$ cat config.mk
export PLATFORM = sky130hd
export DESIGN_NAME = ppu_mem_arbiter
export DESIGN_NICKNAME = d
export VERILOG_FILES = /design/src/rtl/ppu_mem_arbiter.sv
export SDC_FILE = /design/constraint.sdc
export NUM_CORES = 1
export LEC_CHECK = 0
export BUFFER_PORTS_ARGS = -buffer_cell sky130_fd_sc_hd__buf_4
export CORE_MARGIN = 2
export CORE_UTILIZATION = 40
export DETAILED_ROUTE_END_ITERATION = 12
export PLACE_DENSITY = 0.76
export SYNTH_ARGS = -nofsm -noshare
export SYNTH_HDL_FRONTEND = slang
export SYNTH_SLANG_ARGS = --single-unit
$ cat constraint.sdc
create_clock -name clk -period 4.2 [get_ports clk]
set_input_delay 0.42 -clock clk [delete_from_list [all_inputs] [get_ports clk]]
set_output_delay 0.42 -clock clk [all_outputs]
set_load 0.01 [all_outputs]
$ cat src/rtl/ppu_mem_arbiter.sv
// VRAM/OAM port arbiter between CPU, PPU and the OAM DMA engine (trigger: write to 0xFF46).
// Grant is purely combinational from ppu_mode/lcd_on; only the DMA engine holds state.
module ppu_mem_arbiter #(
  parameter int DMA_BYTES    = 160,
  parameter int CYC_PER_BYTE = 4
) (
  input  logic        clk,
  input  logic        rstN,
  input  logic        lcd_on,
  input  logic [1:0]  ppu_mode,
  input  logic [15:0] cpu_addr,
  input  logic        cpu_rd,
  input  logic        cpu_wr,
  input  logic [7:0]  cpu_wdata,
  output logic [7:0]  cpu_rdata,
  input  logic        ppu_rd,
  input  logic [15:0] ppu_addr,
  output logic [7:0]  ppu_rdata,
  output logic        src_rd,
  output logic [15:0] src_addr,
  input  logic [7:0]  src_rdata,
  output logic [12:0] vram_addr,
  output logic        vram_rd,
  output logic        vram_wr,
  output logic [7:0]  vram_wdata,
  input  logic [7:0]  vram_rdata,
  output logic [7:0]  oam_addr,
  output logic        oam_rd,
  output logic        oam_wr,
  output logic [7:0]  oam_wdata,
  input  logic [7:0]  oam_rdata,
  output logic        dma_active
);

  localparam int PW = (CYC_PER_BYTE > 2) ? $clog2(CYC_PER_BYTE) : 1;
  localparam logic [PW-1:0] PH_LAST  = PW'(CYC_PER_BYTE - 1);
  localparam logic [7:0]    IDX_LAST = 8'(DMA_BYTES - 1);

  typedef enum logic [1:0] {S_IDLE, S_START, S_XFER} dma_state_t;

  dma_state_t    r_state;
  logic [7:0]    r_page;
  logic [7:0]    r_idx;
  logic [PW-1:0] r_phase;
  logic [7:0]    r_byte;

  logic       w_ff46_wr;
  logic       w_dma_rd;
  logic       w_dma_wr;
  logic [7:0] w_eff_page;
  logic       w_cpu_vram;
  logic       w_cpu_oam;
  logic       w_ppu_vram;
  logic       w_ppu_oam;
  logic       w_ppu_owns_vram;
  logic       w_ppu_owns_oam;

  assign w_ff46_wr  = cpu_wr && (cpu_addr == 16'hFF46);
  assign w_dma_rd   = (r_state == S_XFER) && (r_phase == '0);
  assign w_dma_wr   = (r_state == S_XFER) && (r_phase == PH_LAST);
  // Echo RAM (0xE000-0xFDFF) mirrors WRAM, so those pages fold down by 0x20.
  assign w_eff_page = (r_page >= 8'hE0) ? (r_page - 8'h20) : r_page;
  assign dma_active = (r_state != S_IDLE);

  assign w_cpu_vram = (cpu_addr[15:13] == 3'b100);
  assign w_cpu_oam  = (cpu_addr >= 16'hFE00) && (cpu_addr <= 16'hFE9F);
  assign w_ppu_vram = (ppu_addr[15:13] == 3'b100);
  assign w_ppu_oam  = (ppu_addr >= 16'hFE00) && (ppu_addr <= 16'hFE9F);

  assign w_ppu_owns_vram = lcd_on && (ppu_mode == 2'd3);
  assign w_ppu_owns_oam  = lcd_on && ppu_mode[1];

  always_ff @(posedge clk or negedge rstN) begin
    if (!rstN) begin
      r_state <= S_IDLE;
      r_page  <= 8'h00;
      r_idx   <= 8'h00;
      r_phase <= '0;
      r_byte  <= 8'h00;
    end else if (w_ff46_wr) begin
      // A rewrite restarts from byte 0; any OAM write this cycle still lands.
      r_page  <= cpu_wdata;
      r_state <= S_START;
      r_idx   <= 8'h00;
      r_phase <= '0;
    end else begin
      case (r_state)
        S_START: begin
          r_state <= S_XFER;
          r_phase <= '0;
        end
        S_XFER: begin
          if (w_dma_rd) r_byte <= src_rdata;
          if (w_dma_wr) begin
            r_phase <= '0;
            r_idx   <= r_idx + 8'd1;
            if (r_idx == IDX_LAST) r_state <= S_IDLE;
          end else begin
            r_phase <= r_phase + PW'(1);
          end
        end
        default: ;
      endcase
    end
  end

  always_comb begin
    src_rd     = w_dma_rd;
    src_addr   = w_dma_rd ? {w_eff_page, r_idx} : 16'h0000;
    vram_addr  = 13'h0000;
    vram_rd    = 1'b0;
    vram_wr    = 1'b0;
    vram_wdata = 8'h00;
    oam_addr   = 8'h00;
    oam_rd     = 1'b0;
    oam_wr     = 1'b0;
    oam_wdata  = 8'h00;
    cpu_rdata  = 8'hFF;
    ppu_rdata  = 8'hFF;

    if (w_ppu_owns_vram) begin
      if (ppu_rd && w_ppu_vram) begin
        vram_rd   = 1'b1;
        vram_addr = ppu_addr[12:0];
        ppu_rdata = vram_rdata;
      end
    end else if (w_cpu_vram && (cpu_rd || cpu_wr)) begin
      vram_addr  = cpu_addr[12:0];
      vram_rd    = cpu_rd;
      vram_wr    = cpu_wr;
      vram_wdata = cpu_wr ? cpu_wdata : 8'h00;
      if (cpu_rd) cpu_rdata = vram_rdata;
    end

    // DMA locks out both other requesters for its whole run, even in idle phases.
    if (dma_active) begin
      if (w_dma_wr) begin
        oam_wr    = 1'b1;
        oam_addr  = r_idx;
        oam_wdata = r_byte;
      end
    end else if (w_ppu_owns_oam) begin
      if (ppu_rd && w_ppu_oam) begin
        oam_rd    = 1'b1;
        oam_addr  = ppu_addr[7:0];
        ppu_rdata = oam_rdata;
      end
    end else if (w_cpu_oam && (cpu_rd || cpu_wr)) begin
      oam_addr  = cpu_addr[7:0];
      oam_rd    = cpu_rd;
      oam_wr    = cpu_wr;
      oam_wdata = cpu_wr ? cpu_wdata : 8'h00;
      if (cpu_rd) cpu_rdata = oam_rdata;
    end

    if (cpu_addr == 16'hFF46) cpu_rdata = r_page;
  end

endmodule

# Word level (Yosys, flattened, before mapping)
# Index checks and enable logic that the tools add are counted.
# op_classes
addsub,3
magnitude_cmp,5
eq_ne,10
mux,53
bitwise_logic,1
reduce_logical,20
# op_table
cell,count
2-to-1 mux 8 bit,29
2-to-1 mux 13 bit,3
greater-or-equal comparator 16 bit (second input constant),2
less-or-equal comparator 16 bit (second input constant),2
equality test 16 bit (second input constant),1
2-to-1 mux 16 bit,1
2-to-1 mux 1 bit,13
logical AND 1 bit,11
2-to-1 mux 2 bit,5
adder 8 x 1 -> 8 bit (second input constant),1
equality test 8 bit (second input constant),1
greater-or-equal comparator 8 bit (second input constant),1
one-hot mux 2 bit (2 select lines),2
subtractor 8 x 6 -> 8 bit (second input constant),1
equality test 2 bit (second input constant),3
equality test 3 bit (second input constant),2
AND reduction 3 bit,2
nonzero test 2 bit,3
!= test 3 x 2 -> 1 bit (second input constant),1
!= test 3 bit (second input constant),1
nonzero test 3 bit,1
adder 2 x 1 -> 2 bit (second input constant),1
equality test 2 x 1 -> 1 bit (second input constant),1
logical NOT 2 bit,1
other kinds (3),3
# word_totals
register_bits,28
inputBits,72
output_inout_bits,75
wordCells,97

# Longest topological paths before layout
# logic_depth
word_depth,9
mapped_depth,7
depth_no_buf,6

# Worst setup path after synthesis
# No wires, ideal clock.
# synth_timing
path_type,reg-to-output
from,reg r_state[1]
to,out oam_addr[0]
t_arrival_ns,1.458
required_time_ns,3.780
setup_slack_ns,2.322
stages_incl_launch_ff,8
n_path_buf,2
cell_sequence,dfrtp_1 > buf_6 > nor2_4 > inv_2 > nor4b_4 > and2_1 > buf_4 > a221o_1
# synth_between
elab_cells_between_ends,5
cone_classes,eq/ne: 1; mux: 2; reduce/logical: 2
# synth_rtl
element,line,rtl
"start, declared",41,dma_state_t r_state;
"start signal, assigned",75,r_state <= S_IDLE;
"start signal, assigned",83,r_state <= S_START;
"start signal, assigned",89,r_state <= S_XFER;
nonzero test 2 bit,63,assign dma_active = (r_state != S_IDLE);
named net dma_active,32,output logic dma_active
2-to-1 mux 8 bit,136,if (dma_active) begin
"end, declared",27,"output logic [7:0] oam_addr,"
# The timed path passes the listed nets, and every way through them passes these cells.

# Final worst setup path
# layout_timing
from,reg r_phase[0]
to,out oam_addr[1]
# layout_between
elab_chain_len,4
# layout_lines
element,line,rtl
"start, declared",44,logic [PW-1:0] r_phase;
"start signal, assigned",99,r_phase <= r_phase + PW'(1);
equality test 2 bit,60,assign w_dma_wr = (r_state == S_XFER) && (r_phase == PH_LAST);
logical AND 1 bit,60,
2-to-1 mux 8 bit,137,if (w_dma_wr) begin
2-to-1 mux 8 bit,136,
# No other way between the ends.

==> results.yml <==
routing:
  totalWireLength_um: 7580
  drc_errors: 0
  first_iter_violations: 89
  drtAntennaViolNets: 0
  via_per_inst: 5.41
  first_pass_iters: 5
  vias: 2423
  wire_per_inst_um: 16.9
clock_network:
  clk_latency_ns: 0.27
  cts_tree: "yes"
  htree_levels: 1
  cts_resized: 0
  postCtsSetupBuffers: 0
  clk_pin_slew_ns: 0.10
  cts_sinks: 28
  clockBufferDepth: 2
  cts_buffers: 3
  hold_buffers: 0
  root_buffer: "clkbuf_8"
worst_setup_path:
  end_kind: "primary output"
  critPathBufInv: 1
  worstRegToRegCells: 6
  r2r_start: "r_phase[0]"
  arrival_ns: 2.13
  r2r_setup_slack_ns: 2.07
  crit_fanout: 20
  cp.required_ns: 3.78
  cp-start-kind: "flop"
  rr_endpoint: "r_byte[6]"
  max_stage_delay_ns: 0.44
  cp_cell_sequence: "ha_1 > and3b_1 > and2_1 > a221o_1 > buf_4"
  path_delay_family: "simple AND/OR/NAND/NOR gates"
  criticalPathCategory: "flop to primary output"
  crit_slowest_cell: "dfrtp_1"
sta:
  timing.setup.tns_ns: 0
  drv_slew: 0
  worst_pin_slew_ns: 0.865
  timing.slew.headroom_pct: 42.1
  setup_viol: 0
  fin_crit_ns: 2.55
  finClkSkew_ns: 0.00548
  hold-worst-slack_ns: 0.0401
  hold_viol: 0
  fin_crit_sh_pct: 60.8
  rsz0062_at_grt: "no"
  setup_ws_ns: 1.65
  fmax_ghz: 0.392
floorplanning:
  die_w_um: 80.5
  coreArea_um2: 5570
  rows: 27
  io-pin-count: 147
  dieArea_um2: 6480
  start_util_pct: 42.0
  die_h_um: 80.5
power:
  p_total_mw: 0.828
  p_per_area_nw_per_um2: 236
  pwr-share-seq_pct: 43.6
  internal_power_mw: 0.579
  clock_power_share_pct: 25.5
  p_comb_share_pct: 30.9
  p_switching_mw: 0.248
  p_sw_share_pct: 30.0
  ir_worst_vdd_mv: 0.213
  leakagePower_nw: 1.69
final_layout:
  layout.cells.non_filler: 448
  areaGrowthSynthToFinish_pct: 49.7
  nets: 453
  drive_gt1_share_pct: 51.6
  antennaDiodeCount: 0
logic_synthesis:
  netlist_area_um2: 2340
  async_reset_ff_share_pct: 100
  yosysWarnings: 0
  synth_cell_types: 52
  synth_nets: 314
  synth_cells: 238
  syn_avg_cell_area_um2: 9.83
  synth_edf_count: 0
  ys_dominant_reg_cell: "dfrtp_1"
  synth-seq-cells: 28
  synth-seq-area-share_pct: 29.9
global_routing:
  grt_overflow_total: 0
  grt_max_degree: 29
  antenna_found_initial: 0
  grt_pass1_vias: 2345
  grt_pass1_wl_um: 11800
  grt_usage_pct: 23.1
job:
  max-cap-violations: 0
hold_path:
  hp-class: "input port to asynchronous set/reset pin"
status:
  outcome: "complete, no violations"
placed_design:
  hpwlAfterDp_um: 6020
  place_congestion: 0.827
  preCtsSetupSlack_ns: 1.83
  place.port_buffers: 146
  dp_cells: 444
-- registers in the layout, summed over array words and instances (netlist names) --
register and cells:
r_page 8, r_state 2, r_idx 8, r_phase 2
r_byte 8
-- synth_stat cells (all sizes together) (2+ instances only) --
library cell   n  area (µm²)
nor3           3        15.0
and2          30         188
a22o          21         184
and3           4        30.0
inv            7        26.3
a22oi          2        15.0
nor4           2        33.8
buf           10        86.3
and3b          2        17.5
a21o           2        15.0
a221o          8        80.1
clkbuf         2        7.51
nor2          21        86.3
nand2         11        41.3
nand4b         2        17.5
o221a          8        90.1
xor2           3        26.3
mux2          17         218
ha             4        50.1
or2            9        56.3
xnor2          4        35.0
nand4          4        25.0
a21oi          3        18.8
o22a           7        61.3
dfrtp         28         701
a31oi          2        27.5
nand3          9        50.1
-- metal layers --
metal  track usage, %  wire [µm]  vias up
li1                 -          -     1176
met1             29.8       3210     1167
met2             40.8       3890       76
met3             2.58        426        4
met4             5.93         59        0
met5                0          0        -
-- power groups by stage --
| stage | registers [mW] | clock network (mW) | logic (mW) |
|---|---|---|---|
| 2_1_floorplan | 0.347 | 0 | 0.119 |
| 3_3_place_gp | 0.362 | 0 | 0.251 |
| 3_5_place_dp | 0.367 | 0 | 0.259 |
| 4_1_cts | 0.361 | 0.215 | 0.260 |
| 5_1_grt | 0.372 | 0.225 | 0.285 |
| 6_report | 0.361 | 0.211 | 0.256 |
-- metrics by stage --
stage | util, % | instance area [µm²]
finish | 62.9 | 3500
global route | 62.9 | 3500
CTS | 62.9 | 3500
detailed placement | 61.6 | 3430
global placement | 61.6 | 3430
floorplan | - | 2340
-- final cells by class --
cell class	instances	area (µm²)
sequential	28	701
multi-input combinational	191	1520
inverter	7	26.3
clock inverter	1	30.0
timing repair buffer	146	1100
tap	72	90.1
fill	497	2070
clock buffer	3	41.3
-- cells by family (layout without fill, tap and decap cells) --
family,Yosys count,in the layout,share of synthesized area [%]
AO/OA/AOI/OAI,59,59,23.0
XOR/XNOR,7,7,2.62
adder cells (fa/ha/maj),4,4,2.14
buffers and inverters,19,157,5.13
flip-flops,28,28,29.9
multiplexers,18,18,9.73
AND/OR/NAND/NOR,103,103,27.4
-- layout by cell type, fill, tap and decap left out, types with 2 or more instances in the layout --
master    synthesis  layout
a22oi_1           2       2
inv_1             6       6
nand4_1           4       4
xnor2_1           4       4
or2_2             9       9
buf_4             1     146
and3_1            3       3
clkbuf_8          0       3
o22a_1            7       7
a21o_1            2       2
ha_1              4       4
nand3_1           8       8
mux2_2           10      10
nor3_1            3       3
a22o_1           21      21
o221a_2           8       8
a221o_1           8       8
and3b_1           2       2
and2_1           29      29
nor2_1           20      20
nand4b_1          2       2
a21oi_1           2       2
dfrtp_1          28      28
xor2_1            3       3
mux2_4            7       7
nand2_1          11      11
-- worst max path at each step --
stage | slack [ns] | depth (start not counted) | to | start
after floorplan | 2.32 | 7 | oam_addr[0] | r_state[1]
after global placement | 1.93 | 6 | oam_addr[7] | cpu_addr[6]
after detailed placement | 1.83 | 6 | oam_addr[7] | cpu_addr[6]
after CTS | 1.64 | 5 | oam_addr[1] | r_phase[0]
after global routing | 1.48 | 6 | src_addr[14] | r_phase[0]
final | 1.65 | 5 | oam_addr[1] | r_phase[0]
Power figures use the tool's default switching activity.
